### src/rtl/ssd_scan_arb_pkg.sv
// rtl/ssd_scan_arb_pkg.sv - shared constants, FSM encoding and digit-enable helper for the display scanner
package ssd_scan_arb_pkg;

   localparam int SSD_NUM       = 4;
   localparam int SSD_BIT_WIDTH = 4;
   localparam int IDX_W         = $clog2(SSD_NUM);

   typedef enum logic {
      BLANK = 1'b0,
      SHOW  = 1'b1
   } scan_state_e;

   localparam logic [SSD_NUM-1:0] SSD_OFF = 4'b1111;
   localparam logic [SSD_NUM-1:0] SSD_EN0 = 4'b1110;
   localparam logic [SSD_NUM-1:0] SSD_EN1 = 4'b1101;
   localparam logic [SSD_NUM-1:0] SSD_EN2 = 4'b1011;
   localparam logic [SSD_NUM-1:0] SSD_EN3 = 4'b0111;

   function automatic logic [SSD_NUM-1:0] digit_en(input logic [IDX_W-1:0] idx);
      case (idx)
         2'd0:    return SSD_EN0;
         2'd1:    return SSD_EN1;
         2'd2:    return SSD_EN2;
         default: return SSD_EN3;
      endcase
   endfunction

endpackage

### src/rtl/ssd_scan_arb_scan_timer.sv
// rtl/ssd_scan_arb_scan_timer.sv - BLANK/SHOW phase FSM with digit index and phase counter
// Outputs describe the cycle that the next clock edge enters, so the top can register them without lag.
module scan_timer
   import ssd_scan_arb_pkg::*;
#(
   parameter int SCAN_DIV  = 25000,
   parameter int BLANK_CYC = 500
) (
   input  logic             clk,
   input  logic             rst_n,
   output logic [IDX_W-1:0] idx,
   output logic             show,
   output logic             frame_end
);

   localparam int PMAX   = (SCAN_DIV > BLANK_CYC) ? SCAN_DIV : BLANK_CYC;
   localparam int PCNT_W = (PMAX > 1) ? $clog2(PMAX) : 1;

   scan_state_e       state, state_n;
   logic [IDX_W-1:0]  idx_q, idx_n;
   logic [PCNT_W-1:0] pcnt, pcnt_n;

   always_ff @(posedge clk or negedge rst_n) begin
      if (!rst_n) begin
         state <= BLANK;
         idx_q <= '0;
         pcnt  <= '0;
      end else begin
         state <= state_n;
         idx_q <= idx_n;
         pcnt  <= pcnt_n;
      end
   end

   always_comb begin
      state_n = state;
      idx_n   = idx_q;
      pcnt_n  = pcnt + PCNT_W'(1);
      case (state)
         BLANK: begin
            if (pcnt == PCNT_W'(BLANK_CYC - 1)) begin
               state_n = SHOW;
               pcnt_n  = '0;
            end
         end
         default: begin
            if (pcnt == PCNT_W'(SCAN_DIV - 1)) begin
               state_n = BLANK;
               pcnt_n  = '0;
               idx_n   = idx_q + IDX_W'(1);
            end
         end
      endcase
   end

   // The frame boundary is the final SHOW cycle of the last digit.
   always_comb begin
      idx       = idx_n;
      show      = (state_n == SHOW);
      frame_end = (state_n == SHOW) && (idx_n == IDX_W'(SSD_NUM - 1))
                  && (pcnt_n == PCNT_W'(SCAN_DIV - 1));
   end

endmodule

### src/rtl/ssd_scan_arb.sv
// rtl/ssd_scan_arb.sv - 7-segment scan scheduler with frame-aligned A/B source arbitration
module ssd_scan_arb
   import ssd_scan_arb_pkg::*;
#(
   parameter int SCAN_DIV  = 25000,
   parameter int BLANK_CYC = 500
) (
   input  logic                     clk,
   input  logic                     rst_n,
   input  logic [SSD_BIT_WIDTH-1:0] a_d0,
   input  logic [SSD_BIT_WIDTH-1:0] a_d1,
   input  logic [SSD_BIT_WIDTH-1:0] a_d2,
   input  logic [SSD_BIT_WIDTH-1:0] a_d3,
   input  logic [SSD_BIT_WIDTH-1:0] b_d0,
   input  logic [SSD_BIT_WIDTH-1:0] b_d1,
   input  logic [SSD_BIT_WIDTH-1:0] b_d2,
   input  logic [SSD_BIT_WIDTH-1:0] b_d3,
   input  logic                     req_b,
   output logic                     gnt_b,
   output logic [SSD_NUM-1:0]       ssd_ctl,
   output logic [SSD_BIT_WIDTH-1:0] ssd_in,
   output logic                     frame_tick
);

   logic [IDX_W-1:0]         idx;
   logic                     show;
   logic                     frame_end;
   logic [SSD_BIT_WIDTH-1:0] digit;

   scan_timer #(
      .SCAN_DIV  (SCAN_DIV),
      .BLANK_CYC (BLANK_CYC)
   ) u_scan_timer (
      .clk       (clk),
      .rst_n     (rst_n),
      .idx       (idx),
      .show      (show),
      .frame_end (frame_end)
   );

   always_comb begin
      digit = '0;
      case (idx)
         2'd0:    digit = gnt_b ? b_d0 : a_d0;
         2'd1:    digit = gnt_b ? b_d1 : a_d1;
         2'd2:    digit = gnt_b ? b_d2 : a_d2;
         default: digit = gnt_b ? b_d3 : a_d3;
      endcase
   end

   // frame_tick is high during the boundary cycle, so req_b is sampled exactly there.
   always_ff @(posedge clk or negedge rst_n) begin
      if (!rst_n) begin
         ssd_ctl    <= SSD_OFF;
         ssd_in     <= '0;
         gnt_b      <= 1'b0;
         frame_tick <= 1'b0;
      end else begin
         ssd_ctl    <= show ? digit_en(idx) : SSD_OFF;
         ssd_in     <= show ? digit : '0;
         frame_tick <= frame_end;
         if (frame_tick)
            gnt_b <= req_b;
      end
   end

endmodule

### config.mk
export PLATFORM = sky130hd
export DESIGN_NAME = ssd_scan_arb
export DESIGN_NICKNAME = d
export VERILOG_FILES = /design/src/rtl/ssd_scan_arb_pkg.sv /design/src/rtl/ssd_scan_arb_scan_timer.sv /design/src/rtl/ssd_scan_arb.sv
export SDC_FILE = /design/constraint.sdc
export NUM_CORES = 1
export LEC_CHECK = 0
export ABC_AREA = 1
export CAP_MARGIN = 30
export CORE_UTILIZATION = 45
export CTS_CLUSTER_DIAMETER = 30
export DETAILED_ROUTE_END_ITERATION = 6
export HOLD_SLACK_MARGIN = 0.15
export PLACE_DENSITY_LB_ADDON = 0.3
export REMOVE_ABC_BUFFERS = 1
export SLEW_MARGIN = 20
export SYNTH_ARGS = -nofsm -noshare
export SYNTH_HDL_FRONTEND = slang
export SYNTH_SLANG_ARGS = --single-unit
### constraint.sdc
create_clock -name clk -period 2.1 [get_ports clk]
set_input_delay 0.315 -clock clk [delete_from_list [all_inputs] [get_ports clk]]
set_output_delay 0.315 -clock clk [all_outputs]
set_load 0.005 [all_outputs]
==> run summary, run 1 <==
Status: finished clean
Crit path required time: 2280 ps
CTS Hold Bufs: 0
DR pass1 iterations: 4
R2R depth: 12
Total design power: 0.965 mW
Setup TNS: 0 ps
Maxcap violations: 0
Die area: 4620 sq um
Layout fillers: 365
# setup viols final: 0
Max clock buf depth: 2
Switch share: 20.0%
Final Skew: 4.26 ps
First-pass GRT wire length: 7070 microns
Starting Density: 47.9%
# rows: 23
Postcts setup bufs: 0
Static Leakage: 1.23 nW
Root Buffer: clkbuf_8
Cell count after synthesis: 278
Setup crit start kind: flop
Post-CTS sizing: 0
Pre-CTS setup slack: 205 ps
Critical Path AT: 2030 ps
CTS buffer count: 3
P_int: 0.772 mW
Clock slew at reported path FFs: 90 ps
Power density cells: 385 nW/um^2
Total gr overflow: 0
FF+latch count, synth: 28
Critical path type: flop to flop
Routability cong.: 0.908
Vias per inst: 4.86
GRT busiest layer: met2
Port bufs: 44
Worst-skew pair later-pin latency: 270 ps
Sequential cell area: 706 sq um
Vias in the first global route: 1,727
Syn avg cell area: 7.05 sq um
Initial DRC count: 64
Met3 Use GR: 2.50%
Placed Area: 2450 sq um
Max-slew headroom: 68.6%
H-Tree Depth: 1
Wire per inst: 11.4 microns
Fin. max-slew vios: 0
Layout cell share with drive strength beyond 1: 15.5%
DP Wirelength: 3480 microns
Sequential area share after synthesis: 36.0%
Total wire length: 4270 microns
Critical path capture point type: flop
Worst IR Drop VDD: 0.000241 V
M1 GR Usage: 22.7%
Vias: 1,811
Synthesized area: 1960 sq um
Met2 usage: 38.5%
Die H: 68.0 microns
Hold Path Class: primary input to asynchronous set/reset pin
Total Nets Final: 360
NetSw: 0.193 mW
Num ports: 45
Final instance area: 2510 sq um
Flop pwr share: 55.8%
FMAX: 540 MHz
GRT Overall Usage: 20.2%
Chip width: 68.0 microns
Setup WS post-layout: 248 ps
Final Hold Vio Count: 0
P&R area growth vs syn: 27.9%
Crit-path max FO: 10
Yosys warns: 0
Clock power frac: 34.5%
Initial antenna violation count: 0
Netlist cell types: 38
Worst-margin pin slew: 471 ps
Gate power share: 9.7%
TritonCTS clock tree: built
Multi-input gate area: 1070 sq um
Largest net degree at the start of global routing: 29
TritonCTS Sinks: 28
Drt drc: 0
Fin crit share: 88.2%
Final Critical Period: 1850 ps
RSZ-0062 raised after global routing: false
Number of nets with antenna violations after routing: 0
Antenna diodes: 0
Area of the core: 4090 sq um
worst max-delay path: stages, from the launching register on:
cell      delay [ps]
dfrtp_1          410
ha_1             280
nand2_2          120
clkinv_2          80
nand3_1           90
nor2_2           160
nand2_1          100
nand2_1           90
nand2_2          130
nand3_1          120
nand3_1           70
nand2_1           60
inv_1             30
Yosys cell counts:
cell type  instances  share of area [%]
nor3_2             1               0.51
xnor2_1            1               0.45
nand2_2            6                1.9
buf_2              1               0.26
nor2_2             6                1.9
buf_6              1               0.57
ha_1               1               0.64
clkbuf_1           2               0.38
nor2_8             1                1.0
buf_4              1               0.38
nor4_1             1               0.32
nand3b_1           1               0.38
o21ai_0            4                1.0
dfstp_2            4                5.4
a21oi_2            2               0.89
nand4_1            6                1.9
dfrtp_1           24                 31
inv_1             32                6.1
nor2_1            26                5.0
o21ai_2            4                1.8
xor2_1             3                1.3
nand2_1           87                 17
nand2_4            1               0.57
inv_2              7                1.3
mux2i_1            4                2.0
o21bai_1           1               0.38
o31ai_1            1               0.38
inv_4              1               0.32
o21ai_1            1               0.26
nand4_2            1               0.64
nor2_4             1               0.57
nand3_1           31                7.9
nand3_2            7                3.6
a21oi_1            1               0.26
nor3_1             3               0.77
nand3_4            1               0.89
and2_1             1               0.32
clkinv_2           1               0.26
layout by cell type, fill, tap and decap left out, types with 2 or more instances in the layout:
cell type / count
nand2_2: 5
nor2_2: 6
clkbuf_8: 4
inv_2: 7
dfstp_2: 4
nand4_1: 6
nand3_2: 7
nor3_1: 3
buf_4: 2
o21ai_2: 4
o21ai_0: 4
mux2i_1: 4
nand2_1: 87
xor2_1: 3
dfrtp_1: 24
nand2_4: 2
a21oi_2: 2
inv_1: 32
clkdlybuf4s50_1: 44
nand3_1: 31
nor2_1: 26
layout make-up:
| cell class | instances | share of cell area (%) |
|---|---|---|
| Multi-Input combinational cell | 204 | 42.7 |
| Clock buffer | 4 | 2.20 |
| Timing Repair Buffer | 46 | 18.2 |
| Inverter | 41 | 6.29 |
| Sequential cell | 28 | 28.2 |
| Tap cell | 50 | 2.50 |
metal layers:
metal / up-vias / part of all wire (%)
li1: 962 / -
met1: 794 / 44
met2: 46 / 51
met3: 9 / 3.6
met4: 0 / 1.7
met5: - / 0
power by group through the flow:
stage	Sequential (mW)	Clock, mW	Combinational [mW]
floorplan	0.550	0	0.0178
global placement	0.549	0	0.0945
detailed placement	0.549	0	0.0952
CTS	0.539	0.344	0.0953
global route	0.539	0.359	0.104
finish	0.539	0.333	0.0937
registers in the layout (all words and copies together) (netlist names):
signal,cells
ssd_ctl,4
gnt_b,1
u_scan_timer.idx_q,2
u_scan_timer.pcnt,15
frame_tick,1
u_scan_timer.state,1
ssd_in,4
kinds of logic after synthesis:
logic type,share of synthesized area [%]
buf+inv,9.64
xor+xnor,1.79
fa+ha+maj,0.638
compound gates,4.98
flops,36.0
simple gates,44.9
mux,2.04
stage by stage:
stage	utilization, %	cells	hold WS, ps
after floorplan	-	273	19.4
after global placement	59.9	369	487
after detailed placement	59.9	369	499
after CTS	61.2	373	415
after global routing	61.3	373	462
final	61.3	373	401
final timing paths:
check / from / endpoint / slack (ps)
setup / recovery: u_scan_timer.pcnt[0]$_DFF_PN0_ / ssd_in[2]$_DFF_PN0_ / 250
hold / removal: rst_n / u_scan_timer.state$_DFF_PN0_ / 400
setup reg to reg: u_scan_timer.pcnt[0]$_DFF_PN0_ / ssd_in[2]$_DFF_PN0_ / 250
hold reg to reg: u_scan_timer.pcnt[0]$_DFF_PN0_ / u_scan_timer.pcnt[0]$_DFF_PN0_ / 510
max in group asynchronous: rst_n / ssd_ctl[2]$_DFF_PN1_ / 1390
min in group clk: u_scan_timer.pcnt[0]$_DFF_PN0_ / u_scan_timer.pcnt[0]$_DFF_PN0_ / 510
Note: power is estimated with default switching activity, not from simulation.
==> run 2, diff against run 1 <==
--- a/config.mk
+++ b/config.mk
@@ -7,6 +7,8 @@
 export LEC_CHECK = 0
 export ABC_AREA = 1
 export CAP_MARGIN = 30
+export CORE_ASPECT_RATIO = 1.75
+export CORE_MARGIN = 1
 export CORE_UTILIZATION = 45
 export CTS_CLUSTER_DIAMETER = 30
 export DETAILED_ROUTE_END_ITERATION = 6
==> run summary, run 2 (synthesis gave the netlist of run 1 again) <==
Starting Density: 47.2% (-0.74 points)
Pre-CTS setup slack: 181 ps (-24.1 ps)
Worst-skew pair later-pin latency: 280 ps (about the same)
Status: finished clean
Critical path capture point type: flop
Placed Area: 2450 sq um (+0.26%)
Chip width: 51.9 microns (-24%)
FF-to-FF Start: u_scan_timer.pcnt[0]$_DFF_PN0_
Final hold slack: 400 ps (-1.44 ps)
Routability cong.: 0.947 (+4.3%)
Final Critical Period: 1880 ps (+27.9 ps)
Worst IR Drop VDD: 0.000325 V (+35%)
Wire per inst: 13.3 microns (+16%)
Total Nets Final: 361 (+0.28%)
Largest register FFs: 15 (unchanged)
Total gr overflow: 0 (unchanged)
Biggest regs: u_scan_timer.pcnt x15, ssd_ctl x4, ssd_in x4
TritonCTS Sinks: 28 (unchanged)
CTS Hold Bufs: 0 (unchanged)
Num ports: 45 (unchanged)
Max clock buf depth: 2 (unchanged)
Crit path required time: 2320 ps (+40 ps)
Most frequent cells in the layout: nand2_1 (87), clkdlybuf4s50_1 (44), inv_1 (32)
CP max stage cell: dfrtp_1
Total wire length: 4960 microns (+16%)
Initial DRC count: 32 (-50%)
Root Buffer: clkbuf_8
Setup crit start: u_scan_timer.pcnt[0]$_DFF_PN0_
Fin crit share: 89.5% (+1.3 points)
H-Tree Depth: 1 (unchanged)
Post-Layout Cell Count: 373 (unchanged)
Hold Path Class: primary input to asynchronous set/reset pin
Initial antenna violation count: 0 (unchanged)
CP max stage delay: 430 ps (+20 ps)
Vias in the first global route: 1,961 (+14%)
Power density cells: 420 nW/um^2 (+9.0%)
CTS buffer count: 3 (unchanged)
Most flops, register: u_scan_timer.pcnt
Die H: 89.3 microns (+31%)
TritonCTS clock tree: built
Vias per inst: 5.09 (+4.9%)
Crit-path max FO: 11 (+1)
Largest net degree at the start of global routing: 29 (unchanged)
DP Wirelength: 4040 microns (+16%)
Fin. max-slew vios: 0 (unchanged)
Commonest non-fill, non-tap cell in the layout: nand2_1
Critical path type: flop to flop
Setup TNS: 0 ps (unchanged)
Port bufs: 44 (unchanged)
Final Hold Vio Count: 0 (unchanged)
Setup crit start kind: flop
Crit-path cells: ha_2 > nand2_2 > clkinv_2 > nand2_4 > nor2_8 > nand4_2 > nand2_4 > nand2_1 > nor2_1 > nand3_1 > nor2_1
Static Leakage: 1.24 nW (+0.92%)
DP Cell Count: 369 (unchanged)
Maxcap violations: 0 (unchanged)
DR pass1 iterations: 4 (unchanged)
RSZ-0062 raised after global routing: false
First-pass GRT wire length: 8490 microns (+20%)
Die area: 4630 sq um (+0.23%)
Drt drc: 0 (unchanged)
Number of nets with antenna violations after routing: 0 (unchanged)
Setup WS post-layout: 220 ps (-27.9 ps)
Worst-margin pin slew: 520 ps (+49.0 ps)
Max-slew headroom: 65.3% (-3.3 points)
# rows: 31 (+35%)
Antenna diodes: 0 (unchanged)
P&R area growth vs syn: 29.2%
FMAX: 532 MHz (-1.5%)
Critical Path AT: 2100 ps (+70 ps)
Final instance area: 2530 sq um (+1.0%)
GRT Overall Usage: 24.9% (+4.7 points)
# setup viols final: 0 (unchanged)
Layout cell share with drive strength beyond 1: 16.0% (+0.57 points)
Clock slew at reported path FFs: 100 ps (about the same)
Final Skew: 2.80 ps (-1.47 ps)
Area of the core: 4150 sq um (+1.6%)
Vias: 1,899 (+4.9%)
run 2: cell types whose count changed in the layout (fill, tap and decap cells not counted):
cell,delta
buf_4,+1
bufinv_16,+1
clkbuf_8,-1
ha_1,-1
ha_2,+1
run 2: per-stage QoR:
stage,total power [mW],utilization (%)
after floorplan,0.567,-
after global placement,0.644,59.1
after detailed placement,0.644,59.1
after CTS,1.07,60.8
after global routing,1.10,61.0
final,1.06,61.0
run 2: worst max-delay path, delay by kind of cell, from the launching register on:
kind / cells / cell delay, ps
fa+ha+maj: 1 / 250
flops: 1 / 430
simple gates: 9 / 1040
buf+inv: 1 / 90
run 2: final timing paths:
kind                                                         to  slack [ps]  cells past startpoint
worst max-delay path                       frame_tick$_DFF_PN0_         220                     11
worst min register to register                gnt_b$_DFFE_PN0P_         520                      1
worst min-delay path            u_scan_timer.pcnt[10]$_DFF_PN0_         400                      2
min in group clk                              gnt_b$_DFFE_PN0P_         520                      1
max in group asynchronous                  ssd_ctl[1]$_DFF_PN1_        1390                      2
worst max register to register             frame_tick$_DFF_PN0_         220                     11
run 2: timing repair:
item	4_1_cts	5_1_grt
setup endpoints to repair	0	2
resized for setup	0	2
buffers inserted	0	0
run 2: report_power, final:
| part | total, mW | leakage [nW] | switching [mW] | internal (mW) |
|---|---|---|---|---|
| Combinational | 0.0930 | 0.843 | 0.0281 | 0.0649 |
| Clock | 0.431 | 0.0357 | 0.175 | 0.255 |
| Sequential | 0.539 | 0.358 | 0 | 0.539 |
run 2: routing by layer:
metal | vias up | share of wire [%] | GRT usage [%]
li1 | 969 | - | -
met4 | 0 | 6.4 | 17.9
met3 | 23 | 2.7 | 2.21
met1 | 840 | 32 | 22.8
met5 | - | 0 | 0
met2 | 67 | 58 | 48.5
run 2: area by class of cell:
class | count | area (sq um)
multi-input combinational | 204 | 1070
fill | 390 | 1620
tap | 49 | 61.3
inverter | 41 | 158
clock inverter | 1 | 30.0
sequential | 28 | 706
timing repair buffer | 47 | 463
clock buffer | 3 | 41.3
==> run 3, diff against run 2 <==
--- a/config.mk
+++ b/config.mk
@@ -5,7 +5,6 @@
 export SDC_FILE = /design/constraint.sdc
 export NUM_CORES = 1
 export LEC_CHECK = 0
-export ABC_AREA = 1
 export CAP_MARGIN = 30
 export CORE_ASPECT_RATIO = 1.75
 export CORE_MARGIN = 1
@@ -13,7 +12,7 @@
 export CTS_CLUSTER_DIAMETER = 30
 export DETAILED_ROUTE_END_ITERATION = 6
 export HOLD_SLACK_MARGIN = 0.15
-export PLACE_DENSITY_LB_ADDON = 0.3
+export PLACE_DENSITY = 0.71
 export REMOVE_ABC_BUFFERS = 1
 export SLEW_MARGIN = 20
 export SYNTH_ARGS = -nofsm -noshare
==> run summary, run 3 <==
Worst IR Drop VDD: 0.000345 V (+6.2%)
Crit path required time: 2260 ps (-60 ps)
EDFF count, synth: 0 (unchanged)
Total wire length: 4190 microns (-16%)
DP Wirelength: 3320 microns (-18%)
Reg-to-reg slack, setup: 70 ps (-150 ps)
Layout fillers: 273 (-30%)
Most flops, register: u_scan_timer.pcnt
Total Nets Final: 261 (-28%)
TritonCTS Sinks: 28 (unchanged)
Vias in the first global route: 1,575 (-20%)
Power density cells: 394 nW/um^2 (-6.2%)
RSZ-0062 raised after global routing: false
Final Skew: 4.27 ps (+1.48 ps)
Largest family of logic cells by synthesized area: multiplexers
Sequential area share after synthesis: 40.2% (+4.2 points)
FMAX: 492 MHz (-7.5%)
Total gr overflow: 0 (unchanged)
Root Buffer: clkbuf_8
Yosys warns: 0 (unchanged)
Die H: 84.6 microns (-5.2%)
H-Tree Depth: 1 (unchanged)
Fin. max-slew vios: 0 (unchanged)
Critical path destination: ssd_in[2]$_DFF_PN0_
Final Hold Vio Count: 0 (unchanged)
Hold Path Class: primary input to asynchronous set/reset pin
Fin crit share: 96.8% (+7.3 points)
Post-synthesis xor/xnor area fraction: 6.49% (+4.7 points)
Status: finished clean
Largest register FFs: 15 (unchanged)
CTS buffer count: 3 (unchanged)
Final Critical Period: 2030 ps (+153 ps)
Chip width: 49.2 microns (-5.1%)
Cell count after synthesis: 166 (-40%)
Num ports: 45 (unchanged)
Die area: 4160 sq um (-10%)
# setup viols final: 0 (unchanged)
CTS Hold Bufs: 0 (unchanged)
Setup crit start kind: flop
Initial antenna violation count: 0 (unchanged)
Wire per inst: 15.5 microns (+17%)
P&R area growth vs syn: 40.8%
Layout cell share with drive strength beyond 1: 19.6% (+3.6 points)
Commonest non-fill, non-tap cell in the layout: clkdlybuf4s50_1
FF-to-FF Start: u_scan_timer.pcnt[3]$_DFF_PN0_
Most frequent cell after synthesis: mux2i_1
CP bufs+invs: 0 (-1)
CP max stage delay: 570 ps (+140 ps)
TritonCTS clock tree: built
Critical Path AT: 2190 ps (+90 ps)
Max clock buf depth: 2 (unchanged)
Number of nets with antenna violations after routing: 0 (unchanged)
Maxcap violations: 0 (unchanged)
Crit-path cells: or4_4 > or4_1 > a22o_4 > nand2_2 > o22ai_1
Area of the core: 3660 sq um (-12%)
Leading area contributor after synthesis: dfrtp_1
R2R depth: 5 (-6)
DR pass1 iterations: 4 (unchanged)
Starting Density: 47.9% (+0.69 points)
CP max stage cell: or4_4
Routability cong.: 0.942 (-0.49%)
Vias per inst: 5.66 (+11%)
Largest cells by area after synthesis: dfrtp_1 (34%), mux2i_1 (23%), dfstp_2 (6.0%)
Synthesized area: 1760 sq um (-10%)
Vias: 1,528 (-20%)
Main synth FF type: dfrtp_1
Max-slew headroom: 75.8% (+10 points)
Port bufs: 44 (unchanged)
Static Leakage: 0.932 nW (-25%)
Post-synthesis adder-cell area fraction: 0.713% (+0.074 points)
Antenna diodes: 0 (unchanged)
Path length in cells of the critical path: 5 (-6)
Setup crit start: u_scan_timer.pcnt[3]$_DFF_PN0_
Crit-path max FO: 4 (-7)
GRT Overall Usage: 22.1% (-2.8 points)
Yosys top cell area share: 34.2% (+3.6 points)
Clock slew at reported path FFs: 90 ps (about the same)
Netlist cell types: 39 (+2.6%)
First-pass GRT wire length: 6980 microns (-18%)
Crit path max-delay family: simple AND/OR/NAND/NOR gates
R2R Path End: ssd_in[2]$_DFF_PN0_
Post-Synth Simple-Gate Area: 21.2% (-24 points)
Setup WS post-layout: 66.9 ps (-153 ps)
Biggest regs: u_scan_timer.pcnt x15, ssd_ctl x4, ssd_in x4
Synth Area in Compound Gates: 4.99% (+0.0085 points)
Most frequent cells in the layout: clkdlybuf4s50_1 (44), mux2i_1 (40), dfrtp_1 (22)
Multiplexer area fraction after synthesis: 23.4% (+21 points)
Pre-CTS setup slack: 26.0 ps (-155 ps)
Worst-margin pin slew: 360 ps (-160 ps)
Critical path capture point type: flop
Critical path type: flop to flop
Worst-skew pair later-pin latency: 270 ps (about the same)
Setup TNS: 0 ps (unchanged)
Initial DRC count: 23 (-28%)
Ys async rst share: 100% (unchanged)
Syn avg cell area: 10.6 sq um (+50%)
Synth top cells by count: mux2i_1 (40), dfrtp_1 (24), nor2_1 (13)
Drt drc: 0 (unchanged)
FF+latch count, synth: 28 (unchanged)
Largest net degree at the start of global routing: 29 (unchanged)
# rows: 29 (-6.5%)
run 3: cell types whose count changed after synthesis, sizes merged, moves of 5 or more:
cell and delta:
inv -39, mux2i +36, nand2 -88, nand3 -29
nand4 -6, nor2 -21, nor4 +5, o21ai -6
xor2 +5
run 3: timing repair:
| item | in CTS | in global routing |
|---|---|---|
| buffers inserted | 0 | 2 |
| resized for setup | 0 | 14 |
| endpoints found under the setup margin | 0 | 5 |
run 3: through the flow:
step	total power, mW	util (%)	instances	hold WS [ps]	area (sq um)
CTS	0.981	65.5	268	418	2400
global placement	0.650	64.0	264	537	2350
detailed placement	0.654	64.0	264	542	2350
global route	1.01	67.4	270	441	2470
finish	0.973	67.4	270	405	2470
floorplan	0.574	-	157	19.4	1710
run 3: cells by family (layout without fill, tap and decap cells):
| kind of cell | after synthesis | after routing |
|---|---|---|
| and+or+nand+nor | 60 | 60 |
| muxes | 41 | 41 |
| DFF | 28 | 28 |
| AOI/OAI and AO/OA | 13 | 13 |
| xor gates and xnor gates | 13 | 13 |
| buffers and inverters | 10 | 68 |
| adders and majority gates | 1 | 1 |
run 3: where the power goes:
part / leakage (nW) / switching (mW) / total [mW] / internal [mW]
registers: 0.360 / 0 / 0.539 / 0.539
logic: 0.544 / 0.0327 / 0.103 / 0.0698
clock network: 0.0288 / 0.163 / 0.331 / 0.168
run 3: how the worst min path moves through the flow:
| stage | from | endpoint | slack [ps] | depth (start not counted) |
|---|---|---|---|---|
| after floorplan | rst_n | frame_tick$_DFF_PN0_ | 20 | 0 |
| after CTS | rst_n | ssd_in[3]$_DFF_PN0_ | 420 | 2 |
| after global routing | rst_n | u_scan_timer.pcnt[7]$_DFF_PN0_ | 440 | 2 |
| after detailed placement | u_scan_timer.pcnt[0]$_DFF_PN0_ | u_scan_timer.pcnt[0]$_DFF_PN0_ | 540 | 2 |
| after global placement | u_scan_timer.pcnt[0]$_DFF_PN0_ | u_scan_timer.pcnt[0]$_DFF_PN0_ | 540 | 2 |
| final | rst_n | u_scan_timer.pcnt[9]$_DFF_PN0_ | 400 | 2 |
run 3: cell type report:
| class | count | area [sq um] | area share, % |
|---|---|---|---|
| tap | 46 | 57.6 | 2.33 |
| sequential | 28 | 708 | 28.7 |
| timing repair buffer | 63 | 599 | 24.3 |
| multi-input combinational | 128 | 1050 | 42.4 |
| inverter | 1 | 3.75 | 0.152 |
| clock buffer | 4 | 55.1 | 2.23 |
run 3: worst reg2reg max path: stages, from the launching register on:
cell,delay (ps)
dfrtp_1,420
or4_4,570
or4_1,450
a22o_4,260
nand2_2,130
o22ai_1,100
run 3: layer usage:
| layer | vias to the layer above | track usage, % | part of all wire (%) |
|---|---|---|---|
| li1 | 719 | - | - |
| met1 | 735 | 21.7 | 34 |
| met2 | 61 | 42.3 | 58 |
| met3 | 13 | 1.27 | 3.2 |
| met4 | 0 | 14.7 | 4.8 |
| met5 | - | 0 | 0 |
